--- src/rtl/addsub_rr_arbiter.sv ---
`default_nettype none
// ============================================================================
//  Module   : addsub_rr_arbiter
//  Purpose  : Round-robin arbiter sharing one combinational W-bit
//             adder/subtractor between NREQ requesters. The winning
//             requester's operands drive the shared unit and its result is
//             captured into a single registered response slot tagged with
//             the requester index.
//  Ports    : clk, rst                 clock, asynchronous active-high reset
//             req_valid_i/req_ready_o  per-requester handshake (ready one-hot)
//             req_a_i/req_b_i          packed operands, slice i*W +: W
//             req_mode_i               per-requester op (0 add, 1 subtract)
//             add_a_o/add_b_o/add_mode_o  drive to the shared adder
//             add_sum_i/add_cout_i/add_ovf_i  result from the shared adder
//             rsp_valid_o/rsp_ready_i  response slot handshake
//             rsp_id_o/rsp_sum_o/rsp_cout_o/rsp_ovf_o  registered response
//  Revision : 1.0  initial release
// ============================================================================
module addsub_rr_arbiter #(
    parameter int NREQ = 4,
    parameter int W    = 16,
    parameter int IDW  = 2
) (
    input  logic              clk,
    input  logic              rst,
    input  logic [NREQ-1:0]   req_valid_i,
    output logic [NREQ-1:0]   req_ready_o,
    input  logic [NREQ*W-1:0] req_a_i,
    input  logic [NREQ*W-1:0] req_b_i,
    input  logic [NREQ-1:0]   req_mode_i,
    output logic [W-1:0]      add_a_o,
    output logic [W-1:0]      add_b_o,
    output logic              add_mode_o,
    input  logic [W-1:0]      add_sum_i,
    input  logic              add_cout_i,
    input  logic              add_ovf_i,
    output logic              rsp_valid_o,
    input  logic              rsp_ready_i,
    output logic [IDW-1:0]    rsp_id_o,
    output logic [W-1:0]      rsp_sum_o,
    output logic              rsp_cout_o,
    output logic              rsp_ovf_o
);

    // Response slot occupancy
    localparam logic [0:0] c_EMPTY = 1'b0;
    localparam logic [0:0] c_FULL  = 1'b1;

    logic [0:0]     state_q;
    logic [0:0]     state_d;
    logic [IDW-1:0] last_grant_q;

    logic [IDW-1:0] rsp_id_q;
    logic [W-1:0]   rsp_sum_q;
    logic           rsp_cout_q;
    logic           rsp_ovf_q;

    // Last granted operands, replayed to the adder while idle so its inputs
    // stay quiet when nobody is being served.
    logic [W-1:0]   hold_a_q;
    logic [W-1:0]   hold_b_q;
    logic           hold_mode_q;

    logic           w_found;
    logic [IDW-1:0] w_gnt_idx;
    logic           w_accept_ok;
    logic           w_grant;
    logic [W-1:0]   w_sel_a;
    logic [W-1:0]   w_sel_b;
    logic           w_sel_mode;

    // (base + step) mod NREQ for step in 1..NREQ; base is always < NREQ,
    // so a single conditional subtract is enough.
    function automatic logic [IDW-1:0] f_wrap(input logic [IDW-1:0] base,
                                              input int             step);
        int s;
        s = int'(base) + step;
        if (s >= NREQ) begin
            s = s - NREQ;
        end
        return IDW'(s);
    endfunction

    // Round-robin search starting just after the previous winner; the
    // previous winner itself is visited last (step == NREQ).
    always_comb begin
        w_found   = 1'b0;
        w_gnt_idx = '0;
        for (int k = 1; k <= NREQ; k++) begin
            if (!w_found && req_valid_i[f_wrap(last_grant_q, k)]) begin
                w_found   = 1'b1;
                w_gnt_idx = f_wrap(last_grant_q, k);
            end
        end
    end

    assign w_sel_a    = req_a_i[w_gnt_idx*W +: W];
    assign w_sel_b    = req_b_i[w_gnt_idx*W +: W];
    assign w_sel_mode = req_mode_i[w_gnt_idx];

    // A FULL slot can be refilled in the same cycle it is drained.
    assign w_accept_ok = (state_q == c_EMPTY) || rsp_ready_i;
    assign w_grant     = w_accept_ok && w_found;

    // ------------------------------------------------------------------
    // State register
    // ------------------------------------------------------------------
    always_ff @(posedge clk or posedge rst) begin
        if (rst) begin
            state_q <= c_EMPTY;
        end else begin
            state_q <= state_d;
        end
    end

    // ------------------------------------------------------------------
    // Next-state logic
    // ------------------------------------------------------------------
    always_comb begin
        state_d = state_q;
        case (state_q)
            c_EMPTY: begin
                if (w_grant) begin
                    state_d = c_FULL;
                end
            end
            c_FULL: begin
                if (!w_grant && rsp_ready_i) begin
                    state_d = c_EMPTY;
                end
            end
            default: state_d = c_EMPTY;
        endcase
    end

    // ------------------------------------------------------------------
    // Output logic
    // ------------------------------------------------------------------
    always_comb begin
        req_ready_o = '0;
        if (w_grant) begin
            req_ready_o[w_gnt_idx] = 1'b1;
        end
        add_a_o     = w_grant ? w_sel_a    : hold_a_q;
        add_b_o     = w_grant ? w_sel_b    : hold_b_q;
        add_mode_o  = w_grant ? w_sel_mode : hold_mode_q;
        rsp_valid_o = (state_q == c_FULL);
    end

    // ------------------------------------------------------------------
    // Response capture and arbitration history; only real grants move it.
    // ------------------------------------------------------------------
    always_ff @(posedge clk or posedge rst) begin
        if (rst) begin
            last_grant_q <= IDW'(NREQ - 1);
            rsp_id_q     <= '0;
            rsp_sum_q    <= '0;
            rsp_cout_q   <= 1'b0;
            rsp_ovf_q    <= 1'b0;
            hold_a_q     <= '0;
            hold_b_q     <= '0;
            hold_mode_q  <= 1'b0;
        end else if (w_grant) begin
            last_grant_q <= w_gnt_idx;
            rsp_id_q     <= w_gnt_idx;
            rsp_sum_q    <= add_sum_i;
            rsp_cout_q   <= add_cout_i;
            rsp_ovf_q    <= add_ovf_i;
            hold_a_q     <= w_sel_a;
            hold_b_q     <= w_sel_b;
            hold_mode_q  <= w_sel_mode;
        end
    end

    assign rsp_id_o   = rsp_id_q;
    assign rsp_sum_o  = rsp_sum_q;
    assign rsp_cout_o = rsp_cout_q;
    assign rsp_ovf_o  = rsp_ovf_q;

endmodule
`default_nettype wire

--- config.mk ---
export PLATFORM = sky130hd
export DESIGN_NAME = addsub_rr_arbiter
export DESIGN_NICKNAME = d
export VERILOG_FILES = /design/src/rtl/addsub_rr_arbiter.sv
export SDC_FILE = /design/constraint.sdc
export NUM_CORES = 1
export LEC_CHECK = 0
export CORE_UTILIZATION = 26
export CTS_CLUSTER_SIZE = 40
export DETAILED_ROUTE_END_ITERATION = 8
export GPL_TIMING_DRIVEN = 0
export HOLD_SLACK_MARGIN = 0.1
export PLACE_DENSITY = 0.67
export SLEW_MARGIN = 10
export SYNTH_ARGS = -nofsm -noshare
export SYNTH_HDL_FRONTEND = slang
export SYNTH_SLANG_ARGS = --single-unit
--- constraint.sdc ---
create_clock -name clk -period 3.5 [get_ports clk]
set_input_delay 0.7 -clock clk [delete_from_list [all_inputs] [get_ports clk]]
set_output_delay 0.7 -clock clk [all_outputs]
set_load 0.01 [all_outputs]
## Word level (Yosys, flattened, before mapping)

Cells that the tools add are included.
W data, S select, Z words.

| word-level totals | value |
|---|---|
| register bits after elaboration | 56 |
| input bits | 157 |
| output and inout port bits | 58 |
| word-level logic and storage cells | 72 |

| operators by class | value |
|---|---|
| add/sub/neg operators | 8 |
| $lt $le $gt $ge | 10 |
| shift operators | 2 |
| multiplexer cells | 31 |
| bitwise operators | 1 |
| reductions and logical operators | 11 |

Operators by type and width:

| kind | number |
|---|---|
| $shiftx A64 B7 Y16 | 2 |
| $mux W16 | 2 |
| $mux W2 | 8 |
| $lt A2 B3 Y1 const B | 5 |
| $mux W1 | 13 |
| $bmux W1 S2 | 5 |
| $ge A3 B3 Y1 const B | 3 |
| $sub A2 B1 Y2 const B | 4 |
| $add A2 B2 Y3 const B | 2 |
| $logic_and A1 B1 Y1 | 6 |
| $add A2 B3 Y4 const B | 1 |
| $ge A4 B3 Y1 const B | 1 |
| $logic_not A1 Y1 | 4 |
| $mux W4 | 1 |
| $add A2 B1 Y3 const B | 1 |
| $demux W1 S2 | 1 |
| $ge A2 B1 Y1 const B | 1 |
| $pmux W1 S2 | 1 |
| $logic_or A1 B1 Y1 | 1 |
| $not A1 Y1 | 1 |

## Logic depth before layout (Yosys ltp)

| logic depth | value |
|---|---|
| depth after elaboration | 20 |
| depth in mapped cells | 8 |
| gate-level depth less buffers | 5 |

## Worst setup path after synthesis

OpenSTA, ideal clock, no wires.

| timing path | value |
|---|---|
| path type | input port to output port |
| start | input req_valid_i[0] |
| end | output add_a_o[1] |
| arrival time | 2.131 ns |
| required time | 2.800 ns |
| slack | 0.669 ns |
| cell stages on the path | 8 |
| buffers on the path | 3 |
| path through | buf_2 -> and3b_1 -> a2111o_1 -> buf_6 -> buf_12 -> mux2_4 -> nand2_2 -> a21oi_2 |

| on the way | value |
|---|---|
| longest elaborated chain between the ends | 14 |
| elaborated cells between the ends (all ways) | 25 |
| those cells by class | shift: 1; mux: 17; reduce/logical: 7 |

RTL lines:

| what | line | RTL |
|---|---|---|
| start, declared | 26 | `input logic [NREQ-1:0] req_valid_i,` |
| $bmux W1 S2 | 90 | `if (!w_found && req_valid_i[f_wrap(last_grant_q, k)]) begin` |
| $mux W1 (not written as such) | 90 |  |
| $mux W1 | 90 |  |
| $logic_not A1 Y1 | 90 |  |
| $logic_and A1 B1 Y1 | 90 |  |
| $mux W1 | 90 |  |
| $logic_not A1 Y1 | 90 |  |
| $logic_and A1 B1 Y1 | 90 |  |
| $mux W1 | 90 |  |
| $logic_not A1 Y1 | 90 |  |
| $logic_and A1 B1 Y1 | 90 |  |
| $mux W2 / $mux W1 (equally long branches) | 90 |  |
| $shiftx A64 B7 Y16 / $logic_and A1 B1 Y1 (equally long branches) | 97, 103 |  |
| $mux W16 * | 144 | `add_a_o = w_grant ? w_sel_a : hold_a_q;` |
| end, declared | 31 | `output logic [W-1:0] add_a_o,` |

Mark *: on every way between the ends. The rest lies on a longest branch, timed or not. The select of a mux whose other input is x is not followed.

## Final worst setup path

| timing path | value |
|---|---|
| start | input req_valid_i[1] |
| end | output add_b_o[0] |

| on the way | value |
|---|---|
| longest elaborated chain between the ends | 14 |
| elaborated cells between the ends (all ways) | 25 |
| those cells by class | shift: 1; mux: 17; reduce/logical: 7 |

RTL lines:

| what | line | RTL |
|---|---|---|
| $bmux W1 S2 | 90 |  |
| $mux W1 (not written as such) | 90 |  |
| $mux W1 | 90 |  |
| $logic_not A1 Y1 | 90 |  |
| $logic_and A1 B1 Y1 | 90 |  |
| $mux W1 | 90 |  |
| $logic_not A1 Y1 | 90 |  |
| $logic_and A1 B1 Y1 | 90 |  |
| $mux W1 | 90 |  |
| $logic_not A1 Y1 | 90 |  |
| $logic_and A1 B1 Y1 | 90 |  |
| $mux W2 / $mux W1 (equally long branches) | 90 |  |
| $shiftx A64 B7 Y16 / $logic_and A1 B1 Y1 (equally long branches) | 98, 103 |  |
| $mux W16 * | 145 | `add_b_o = w_grant ? w_sel_b : hold_b_q;` |
| end, declared | 32 | `output logic [W-1:0] add_b_o,` |

Marks and branches as above.

==> out/results.ini <==
[power_and_ir_drop]
p_leak_nw = 2.608
p_comb_share_pct = 46.4
clkPwrFrac_pct = 22.2
p_seq_share_pct = 31.4
ir_worst_vdd_mv = 0.2266
swShare_pct = 32.55
p_sw_mw = 0.8494
power.internal_mw = 1.760
p_per_area_nw_per_um2 = 433.8

[worst_setup_path]
arrival_ns = 2.75
required_ns = 2.80
endpoint_kind = output port
critical_path.startpoint = req_valid_i[1]
critPathLaunchType = primary input
cp_max_fo = 10
r2r_start = last_grant_q[0]$_DFFE_PP1N_
critPathKind = in -> out

[timing]
final.setup.worst_slack_ns = 0.05247
grt_setup_unrepaired = false
worst_slew_pin_slew_ns = 0.5509
drv_slew = 0
fin_crit_sh_pct = 98.50
hold_viol = 0
timing.fmax_mhz = 290.1
setup_viol = 0
min_period_ns = 3.448
slew_headroom_pct = 63.22
finClkSkew_ns = 0.005746

[placement]
pre_cts_slack_ns = -0.7960
dp_cells = 725
port_buffers = 213
gp_congestion = 0.7570
place_hpwl_mm = 9.079

[global_route]
grt_max_degree = 33
grt_pass1_vias = 3567
overflow = 0
grt_antenna_before_repair = 0
grt_usage_pct = 17.28
grt_pass1_wl_mm = 17.85

[logic_synthesis]
synth_flop_cell = dfrtp_1
synth_edf_count = 0
synth_nets = 500
syn-cell-area_sq_um = 3327
synth_cell_types = 36
synth.top_cell.area_share_pct = 40.62
synth.area.top_cells = dfrtp_1 (41%), mux2_4 (9.0%), nand2_1 (7.4%)
synth_common_cells = nand2_1 (66), dfrtp_1 (54), nor2_1 (38)
synth.most_common_cell = nand2_1
ys_seq_area_share_pct = 42.20
synth_warnings = 0
yosys.area.top_type = dfrtp_1
async_flop_share_pct = 100.0
post_synth.cell_area_avg_sq_um = 9.700
synthCells = 343
ys_seq_elements = 56

[route]
routed_wl_mm = 11.46
wl_met3_um = 620
drc = 0
first_pass_iters = 4
drtAntennaViolNets = 0
top_layer_used = met4
wl_met2_mm = 5.971
vias_per_cell = 4.764
avgRoutedWirePerCell_um = 15.61
vias = 3497
wl_met1_mm = 4.705
drtIter0Drc = 124

[die]
die_y_um = 115.1
fp.dieArea_sq_um = 13250
initial_core_util_pct = 27.13
die_w_um = 115.1
core_area_sq_um = 12260
placementRows = 40
ios = 215

[cts]
path_clk_slew_ns = 0.07
clock_latency_ns = 0.29
cts_root_buffer = clkbuf_16
cts_tree = done
htreeDepth = 2
cts_sinks = 56
cts_buffer_depth = 2
cts_buffers = 5

[cells_and_area]
nFillCells = 1159
finalNonFillerCells = 734
drive_above_1_share_pct = 23.32
diodes = 0
num-nets-final = 722
area_growth_pct = 80.78
multi_input_area_sq_um = 1883
regArea_sq_um = 1404

[run]
cap_violations = 0

[hold_path]
min_from = rsp_sum_o[12]$_DFFE_PP0N_
hp-class = reg -> reg

[status]
status = complete, no violations

[power groups by stage]
| stage | logic [mW] | registers (mW) | clock network [mW] |
|---|---|---|---|
| 3_3_place_gp | 1.20 | 0.828 | 0 |
| 4_1_cts | 1.21 | 0.821 | 0.595 |
| 3_5_place_dp | 1.21 | 0.833 | 0 |
| 5_1_grt | 1.31 | 0.833 | 0.625 |
| 6_report | 1.21 | 0.819 | 0.578 |
| 2_1_floorplan | 0.625 | 0.837 | 0 |
[final timing paths]
| kind | endpoint | slack, ns | depth (start not counted) |
|---|---|---|---|
| min in group asynchronous | rsp_sum_o[13]$_DFFE_PP0N_ | 0.78 | 2 |
| max in group asynchronous | last_grant_q[1]$_DFFE_PP1N_ | 2.09 | 3 |
| setup reg to reg | hold_b_q[0]$_DFF_PP0_ | 1.41 | 9 |
| hold / removal | rsp_sum_o[12]$_DFFE_PP0N_ | 0.48 | 2 |
| hold reg to reg | rsp_sum_o[12]$_DFFE_PP0N_ | 0.48 | 2 |
| setup / recovery | add_b_o[0] | 0.05 | 11 |
[metal layers]
metal	global-route usage (%)	vias up
met5	0	-
met3	2.952	10
met2	31.41	138
met4	4.935	0
li1	-	1672
met1	20.87	1677
[critical path: stages]
cell             delay (ns)
dlygate4sd2_1          0.26
buf_6                  0.14
o211a_1                0.20
a2111o_1               0.31
buf_6                  0.15
buf_12                 0.13
buf_6                  0.15
mux2i_2                0.21
nor2_1                 0.06
o22a_1                 0.17
clkdlybuf4s15_1        0.26
[flip-flops by register name, summed over array words and instances, names as in the netlist]
name	flops
hold_a_q	16
hold_b_q	16
rsp_sum_o	16
last_grant_q	2
rsp_id_o	2
hold_mode_q	1
rsp_cout_o	1
rsp_ovf_o	1
rsp_valid_o	1
[repair_timing]
action,4_1_cts,5_1_grt
pin swaps,2,1
setup buffers,3,0
hold buffers,0,0
setup endpoints to repair,37,32
resized for setup,72,52
[area by class of cell]
cell class / instances / area share [%]
buffer: 25 / 2.975
clock buffer: 5 / 2.080
clock inverter: 3 / 0.7697
inverter: 3 / 0.1872
multi-input combinational: 257 / 31.31
sequential: 56 / 23.34
tap: 168 / 3.495
timing repair buffer: 217 / 35.84
[kinds of logic (layout without fill, tap and decap cells)]
group	count (synthesis)	count (layout)	synth area share, %
and+or+nand+nor	135	135	17.56
AOI/OAI and AO/OA	89	89	22.04
DFF	56	56	42.20
muxes	33	33	13.16
buffers and inverters	30	253	5.039
[cell usage in the layout, fill, tap and decap left out, types with 2 or more instances in the layout]
cell,Yosys,final
buf_4,0,3
a21oi_2,20,21
nor2b_1,4,3
o22a_1,7,7
a221oi_2,0,7
clkdlybuf4s15_1,0,20
dfrtp_1,54,54
dlymetal6s2s_1,0,5
mux2_2,6,6
o21ai_0,3,3
inv_1,3,2
dfstp_2,2,2
o21a_1,2,2
a21oi_4,0,2
nand2_1,66,65
mux2i_2,0,2
clkbuf_2,0,15
a21oi_1,11,8
a221o_1,7,7
a21o_1,3,2
buf_6,2,4
mux2_4,20,20
buf_12,2,4
nand2_2,20,21
mux2i_1,7,5
nor3_1,3,3
a221oi_1,26,19
clkbuf_16,0,5
clkdlybuf4s50_1,0,175
clkbuf_1,16,3
buf_2,6,8
dlygate4sd2_1,0,4
o21bai_1,2,2
o211a_1,2,2
nor2_1,38,36
[through the flow]
stage / power, mW / hold slack (ns) / setup TNS [ns] / instance area [sq um] / util (%)
after floorplan: 1.462 / 0.5139 / 0 / 3327 / -
after CTS: 2.623 / 0.4829 / 0 / 5958 / 48.59
after global routing: 2.768 / 0.4956 / 0 / 6015 / 49.05
after global placement: 2.027 / 0.4607 / -23.45 / 5669 / 46.23
final: 2.609 / 0.4810 / 0 / 6015 / 49.05
after detailed placement: 2.048 / 0.4632 / -25.13 / 5689 / 46.40
No activity file was read; power rests on OpenSTA's default activity.
